--- src/rtl/data_mem_arbiter.sv ---
// data_mem_arbiter
// ----------------
// Two-port arbiter and sequencer in front of a byte-addressed data memory.
// It grants one word load/store at a time, rejects misaligned or out-of-range
// addresses, and drives the memory for one ACCESS cycle. Read data is returned
// from a register with a one-cycle done pulse, so the memory's combinational
// read path never reaches a requester.
//
// Build option: define DATA_MEM_ARB_RR_EN for round-robin arbitration on a
// conflict. When it is left undefined, port 0 always wins a conflict.
//
// Ports
//   clk, rst                 clock, synchronous active-high reset
//   req/we/addr/wdata{0,1}   request inputs, held stable until done
//   done/err/rdata{0,1}      completion pulse, error flag and load data
//   busy                     high whenever the sequencer is not idle
//   mem_addr, mem_data_in    address and write data to the memory
//   mem_data_out             combinational read data from the memory
//   mem_w, mem_r             memory write / read enables (ACCESS cycle only)

module data_mem_arbiter #(
   parameter int unsigned MEM_BYTES = 256
) (
   input  logic        clk,
   input  logic        rst,
   input  logic        req0,
   input  logic        req1,
   input  logic        we0,
   input  logic        we1,
   input  logic [31:0] addr0,
   input  logic [31:0] addr1,
   input  logic [31:0] wdata0,
   input  logic [31:0] wdata1,
   output logic        done0,
   output logic        done1,
   output logic        err0,
   output logic        err1,
   output logic [31:0] rdata0,
   output logic [31:0] rdata1,
   output logic        busy,
   output logic [31:0] mem_addr,
   output logic [31:0] mem_data_in,
   input  logic [31:0] mem_data_out,
   output logic        mem_w,
   output logic        mem_r
);

   localparam logic [31:0] MaxAddr = 32'(MEM_BYTES - 4);

   typedef enum logic [1:0] {StIdle, StAccess, StDone} state_e;

   state_e      state_q, state_d;
   logic        we_q, we_d;
   logic        port_q, port_d;
   logic        err_q, err_d;
   logic [31:0] rdata_q, rdata_d;
   logic [31:0] mem_addr_q, mem_addr_d;
   logic [31:0] mem_data_in_q, mem_data_in_d;

   logic        any_req;
   logic        grant;
   logic        sel_we;
   logic [31:0] sel_addr;
   logic [31:0] sel_wdata;
   logic        sel_illegal;

   assign any_req = req0 | req1;

`ifdef DATA_MEM_ARB_RR_EN
   // Last granted port; resets to 1 so the first conflict goes to port 0.
   logic rr_last_q, rr_last_d;

   always_comb begin
      if (req0 && req1) begin
         grant = ~rr_last_q;
      end else begin
         grant = ~req0;
      end
   end

   always_comb begin
      rr_last_d = rr_last_q;
      if (state_q == StIdle && any_req) begin
         rr_last_d = grant;
      end
   end

   always_ff @(posedge clk) begin
      if (rst) begin
         rr_last_q <= 1'b1;
      end else begin
         rr_last_q <= rr_last_d;
      end
   end
`else
   // Port 0 wins whenever it is requesting.
   always_comb begin
      grant = ~req0;
   end
`endif

   always_comb begin
      sel_we      = grant ? we1    : we0;
      sel_addr    = grant ? addr1  : addr0;
      sel_wdata   = grant ? wdata1 : wdata0;
      // Full 32-bit compare so high addresses never wrap into range.
      sel_illegal = (sel_addr[1:0] != 2'b00) || (sel_addr > MaxAddr);
   end

   always_comb begin
      state_d       = state_q;
      we_d          = we_q;
      port_d        = port_q;
      err_d         = err_q;
      rdata_d       = rdata_q;
      mem_addr_d    = mem_addr_q;
      mem_data_in_d = mem_data_in_q;
      unique case (state_q)
         StIdle: begin
            if (any_req) begin
               we_d    = sel_we;
               port_d  = grant;
               rdata_d = '0;
               if (sel_illegal) begin
                  // Memory lines keep their old value: an errored access never touches memory.
                  err_d   = 1'b1;
                  state_d = StDone;
               end else begin
                  err_d         = 1'b0;
                  mem_addr_d    = sel_addr;
                  mem_data_in_d = sel_wdata;
                  state_d       = StAccess;
               end
            end
         end
         StAccess: begin
            rdata_d = we_q ? 32'h0 : mem_data_out;
            state_d = StDone;
         end
         StDone: begin
            state_d = StIdle;
         end
         default: begin
            state_d = StIdle;
         end
      endcase
   end

   always_ff @(posedge clk) begin
      if (rst) begin
         state_q       <= StIdle;
         we_q          <= 1'b0;
         port_q        <= 1'b0;
         err_q         <= 1'b0;
         rdata_q       <= '0;
         mem_addr_q    <= '0;
         mem_data_in_q <= '0;
      end else begin
         state_q       <= state_d;
         we_q          <= we_d;
         port_q        <= port_d;
         err_q         <= err_d;
         rdata_q       <= rdata_d;
         mem_addr_q    <= mem_addr_d;
         mem_data_in_q <= mem_data_in_d;
      end
   end

   // Enables are gated by rst so a store caught by reset does not commit.
   assign mem_w       = (state_q == StAccess) &  we_q & ~rst;
   assign mem_r       = (state_q == StAccess) & ~we_q & ~rst;
   assign mem_addr    = mem_addr_q;
   assign mem_data_in = mem_data_in_q;
   assign busy        = (state_q != StIdle);

   assign done0  = (state_q == StDone) & ~port_q;
   assign done1  = (state_q == StDone) &  port_q;
   assign err0   = done0 & err_q;
   assign err1   = done1 & err_q;
   assign rdata0 = done0 ? rdata_q : 32'h0;
   assign rdata1 = done1 ? rdata_q : 32'h0;

endmodule

--- config.mk ---
export PLATFORM = sky130hd
export DESIGN_NAME = data_mem_arbiter
export DESIGN_NICKNAME = d
export VERILOG_FILES = /design/src/rtl/data_mem_arbiter.sv
export SDC_FILE = /design/constraint.sdc
export NUM_CORES = 1
export LEC_CHECK = 0
export CORE_AREA = 2 2 118 120
export CTS_BUF_LIST = sky130_fd_sc_hd__clkbuf_2 sky130_fd_sc_hd__clkbuf_4 sky130_fd_sc_hd__clkbuf_8
export CTS_CLUSTER_DIAMETER = 80
export DETAILED_ROUTE_END_ITERATION = 7
export DIE_AREA = 0 0 120 122
export HOLD_SLACK_MARGIN = 0.02
export PLACE_DENSITY_LB_ADDON = 0.08
export SLEW_MARGIN = 0
export SYNTH_ARGS = -nofsm -noshare
export SYNTH_HDL_FRONTEND = slang
export SYNTH_SLANG_ARGS = --single-unit
--- constraint.sdc ---
create_clock -name clk -period 2.6 [get_ports clk]
set_input_delay 0.52 -clock clk [delete_from_list [all_inputs] [get_ports clk]]
set_output_delay 0.52 -clock clk [all_outputs]
set_load 0.03 [all_outputs]
# [Yosys cells after proc, flatten, opt, wreduce, memory -nomap -nowiden]
# Cells that the tools add are included.
# Widths: inputs -> output; s select.
[word_totals] ff_bits=101 latch_bits=0 mem_bits_rw=0 mem_bits_ro=0 in_bits=166 out_inout_bits=135 word_cells=45 memories=0
[classes] addsub=0 multipliers=0 div=0 order_cmp=1 eq_ne=3 shift=0 n_mux=12 n_bitwise=14 n_reduce_logical=8
[op_table] operator="$mux 32" n=6
[op_table] operator="$pmux 32 s2" n=1
[op_table] operator="$gt 32x8->1 const B" n=1
[op_table] operator="$and 1x1->1" n=8
[op_table] operator="$reduce_bool 2->1" n=3
[op_table] operator="$not 1->1" n=5
[op_table] operator="$mux 2" n=2
[op_table] operator="$pmux 2 s2" n=1
[op_table] operator="$reduce_and 2->1" n=2
[op_table] operator="$reduce_and 3->1" n=1
[op_table] operator="$eq 2x1->1 const B" n=1
[op_table] operator="$eq 2x2->1 const B" n=1
[op_table] operator="$logic_not 2->1" n=1
[op_table] operator="$mux 1" n=2
[op_table] operator="$ne 2x2->1 const B" n=1
[op_table] operator="$logic_or 1x1->1" n=1
[op_table] operator="$or 1x1->1" n=1

# [Logic depth before layout (Yosys ltp)]
[depth] word_depth=6 mapped_depth=8 ltp_nobuf=5

# [Worst setup path before layout]
# No wires, ideal clock.
[synth_timing] kind="input to register" startpoint="in addr1[1]" endpoint="reg mem_addr_q[2], in the netlist mem_addr[2]" t_arrival_ns=2.154 required_time_ns=2.477 path_slack_ns=0.323 cell_stages=6 n_path_buf=2 cell_sequence="or4_1 -> o41ai_2 -> and4_1 -> buf_4 -> buf_6 -> mux2_1"
[synth_via] elab_chain_len=5 word_cells_on_any_way=6 cone_classes="1 x order compare; 1 x mux; 1 x bitwise; 3 x reduce/logical"
[synth_rtl] element="start: declaration" line_no="31" rtl="input logic [31:0] addr1,"
[synth_rtl] element="$mux 32 (*)" line_no="104" rtl="sel_addr = grant ? addr1 : addr0;"
[synth_rtl] element="$gt 32x8->1 or $reduce_bool 2->1 (tied branches)" line_no="107" rtl="sel_illegal = (sel_addr[1:0] != 2'b00) || (sel_addr > MaxAddr);"
[synth_rtl] element="$logic_or 1x1->1 (*)" line_no="107"
[synth_rtl] element="$not 1->1 (no source line) (*)"
[synth_rtl] element="$reduce_and 3->1 (no source line) (*)"
[synth_rtl] element="end signal: assignment" line_no="164" rtl="mem_addr_q <= mem_addr_d;"
[synth_rtl] element="end: declaration" line_no="57" rtl="logic [31:0] mem_addr_q, mem_addr_d;"
# Every way passes the cells marked *; elsewhere a longest branch is shown, timed or not.
# A chain may end at the register's enable or synchronous reset.

# [Worst setup path after layout]
[layout_timing] startpoint="reg state_q[1]" endpoint="out done0"
[layout_via] elab_chain_len=2
[layout_rtl] element="start: declaration" line_no="52" rtl="state_e state_q, state_d;"
[layout_rtl] element="start signal: assignment" line_no="151" rtl="state_q <= StIdle;"
[layout_rtl] element="start signal: assignment" line_no="159" rtl="state_q <= state_d;"
[layout_rtl] element="$eq 2x2->1" line_no="176" rtl="assign done0 = (state_q == StDone) & ~port_q;"
[layout_rtl] element="$and 1x1->1" line_no="176"
[layout_rtl] element="end: declaration" line_no="34" rtl="output logic done0,"
# No other way between the ends.

==> run metrics <==
Avg WL per Cell 15.40 um; cell area after placement 0.007785 mm2; Post-Syn Nets between 600 and 700; Yosys warning count 0; Power Internal approximately 2.2 mW; Longest Clk Path Bufs 2; critical path's slowest cell clkdlybuf4s50_1; Initial Utilization 33.76%; synth unique cells 33; P_leak 3.819 nW; Total Routed Length around 14 mm; Initial DRC Count 168; Seq/Total Area, Yosys around 44%; routability cong. 0.8479; Gate power share 14.9%; port bufs 300; synthesized instance count 462; multiplexer share of the synthesized area 17.95%; CP Data Required Time 2.08 ns; CTS Buf Count 9; outcome finished clean; chip height 122 um; area share of fa/ha/maj cells after synthesis 0%; Overflow after GRT 0; post-layout util 59.11%; row count 43; CORE AREA 0.01350 mm2; Net Switching 0.7234 mW; Slew Limit Fails 0; Clk pwr share 31.8%; Syn Std Cell Area 0.004559 mm2; Post-CTS Setup Inserts 0; placed wire-length estimate 11.11 mm; Die W 120 um; H-tree depth 3; number of synthesized flops with an enable pin 0; crit-path cells nor3b_2 > buf_12 > clkdlybuf4s50_1; Sw Share 24.80%; clk sink count slightly above 100; crit path launch type flip-flop; Max Fclk ~0.41 GHz; Seq pwr share 53.3%; crit path DAT roughly 1.9 ns; finished layout cell area 0.007983 mm2; crit-path max cell delay 0.69 ns; Clock Root Buffer clkbuf_8; drt drc 0; share of post-route cells with drive strength above 1 7.407%; Synth Area in Simple Gates 26.67%; Post-Synth XOR/XNOR Area 0%; Clock Latency Late Sink 0.37 ns; total track usage 18.78%; worst r2r src state_q[0]$_SDFFE_PP0P_; Final setup viols 0; #FFs+latches synth 101; Total Nets Final between 900 and 1000; setup TNS 0 ns; Via density 4.620; kind of critical path flip-flop to primary output; critical path buffer and inverter count 2; Clock Skew 0.009731 ns; DR vias 4324; Worst-Margin Slew 1.057 ns; clk slew on worst S/H paths 0.10 ns; area delta synth->final 75.08%; Tightest Hold Check Type flip-flop to flip-flop; Async SR Flop Fraction 0%; DIE AREA approximately 0.015 mm2; largest net degree at the start of global routing 109; Antenna diodes 0; Worst Min Path Start mem_addr[25]$_SDFFE_PP0P_; commonest non-fill, non-tap cells in the layout clkdlybuf4s50_1 (231), dfxtp_1 (101), and2_1 (66); Top Family by Delay on Critical Path buffers and inverters; critical path peak fanout 34; Synth Area per Inst about 10 um2; CP Capture Type primary output; RSZ-0062 raised after global routing false; ys flop type dfxtp_1; max-cap violations 0; Max VDD drop between 0.2 and 0.3 mV; Tcrit/Tclk final roughly 95%; IO Pins 301; CP startpoint state_q[1]$_SDFFE_PP0P_; largest family of logic cells by synthesized area simple AND/OR/NAND/NOR gates; initial antenna violation count 0; commonest non-fill, non-tap cell in the layout clkdlybuf4s50_1; vias in the first global route around 4300; DR pass1 iterations 4; antenna viol nets, final 0; global-route wire length before repair about 22 mm; Compound-Gate Fraction of Synth Area 7.300%; CTS tree done; minimum clock period 2.460 ns; PwrDens 365.4 mW/mm2; Fin. Hold Viols 0; Max-slew headroom 29.54%
-- worst paths after layout --
| kind | end | slack (ns) | cells after the start |
|---|---|---|---|
| hold reg to reg | mem_addr[25]$_SDFFE_PP0P_ | 0.48 | 1 |
| hold / removal | mem_addr[25]$_SDFFE_PP0P_ | 0.48 | 1 |
| setup / recovery | done0 | 0.14 | 3 |
| setup reg to reg | mem_data_in[27]$_SDFFE_PP0P_ | 0.81 | 6 |
-- stage by stage --
stage | worst slack (ns) | std cells | hold slack (ns) | total power [mW]
floorplan | 0.3230 | 462 | 0.4479 | 1.726
global placement | -0.1851 | 920 | 0.4629 | 2.025
detailed placement | -0.2246 | 920 | 0.4655 | 2.031
CTS | 0.001411 | 936 | 0.4808 | 2.957
global route | 0.04928 | 936 | 0.4960 | 3.045
finish | 0.1398 | 936 | 0.4777 | 2.917
-- power groups by stage --
| stage | logic [mW] | registers (mW) | clock network (mW) |
|---|---|---|---|
| after floorplan | 0.136 | 1.59 | 0 |
| after global placement | 0.433 | 1.59 | 0 |
| after detailed placement | 0.439 | 1.59 | 0 |
| after CTS | 0.440 | 1.56 | 0.961 |
| after global routing | 0.468 | 1.56 | 1.02 |
| final | 0.435 | 1.56 | 0.927 |
-- layer usage --
metal,part of all wire (%),GRT usage [%],vias up
met3,8.3,6.180,22
met5,0,0,-
met1,39,20.25,1961
li1,-,-,2162
met4,2.4,6.618,0
met2,50,34.34,179
-- synth_stat cells (2+ instances only) --
cell type	count	area share, %
dfxtp_1	101	44
and2_1	66	9.1
nor2_1	52	4.3
mux2i_1	39	8.6
nor2b_1	38	5.2
a22o_1	32	6.1
nor3b_1	27	4.4
mux2_1	23	5.7
clkbuf_1	22	1.8
mux2_2	15	3.7
buf_1	6	0.49
nor4_1	6	0.82
nor3_1	5	0.55
buf_2	4	0.44
buf_6	3	0.74
nand4_1	3	0.41
a211oi_1	2	0.33
nand2_1	2	0.16
or4_1	2	0.33
-- kinds of logic (layout without fill, tap and decap cells) --
kind of cell / after synthesis / in the layout
AND/OR/NAND/NOR: 209 / 209
flip-flops: 101 / 101
multiplexers: 77 / 77
AO/OA/AOI/OAI: 38 / 38
buffers and inverters: 37 / 331
-- flip-flops by register name, summed over array words and instances (netlist names) --
name         count
mem_addr        32
mem_data_in     32
rdata_q         32
port_q           1
err_q            1
we_q             1
state_q          2
-- repair_timing --
action                                  4_1_cts  5_1_grt
endpoints found under the hold margin         0        0
hold buffers                                  0        0
endpoints found under the setup margin       38       26
gates resized for setup                      38       26
-- worst register-to-register path, delay by kind of cell (launching register included) --
kind	cells	cell delay, ns
simple gates	3	0.63
flops	1	0.39
mux	1	0.37
buf+inv	2	0.30
-- cell type report --
cell class	instances	area (um2)
clock buffers	9	123.9
fillers	1168	5522
multi-input cells	324	2379
clock inverters	7	56.30
repair buffers	314	3173
well taps	180	225.2
inverters	1	3.754
flip-flops and latches	101	2022
Note: power is estimated with default switching activity, not from simulation.
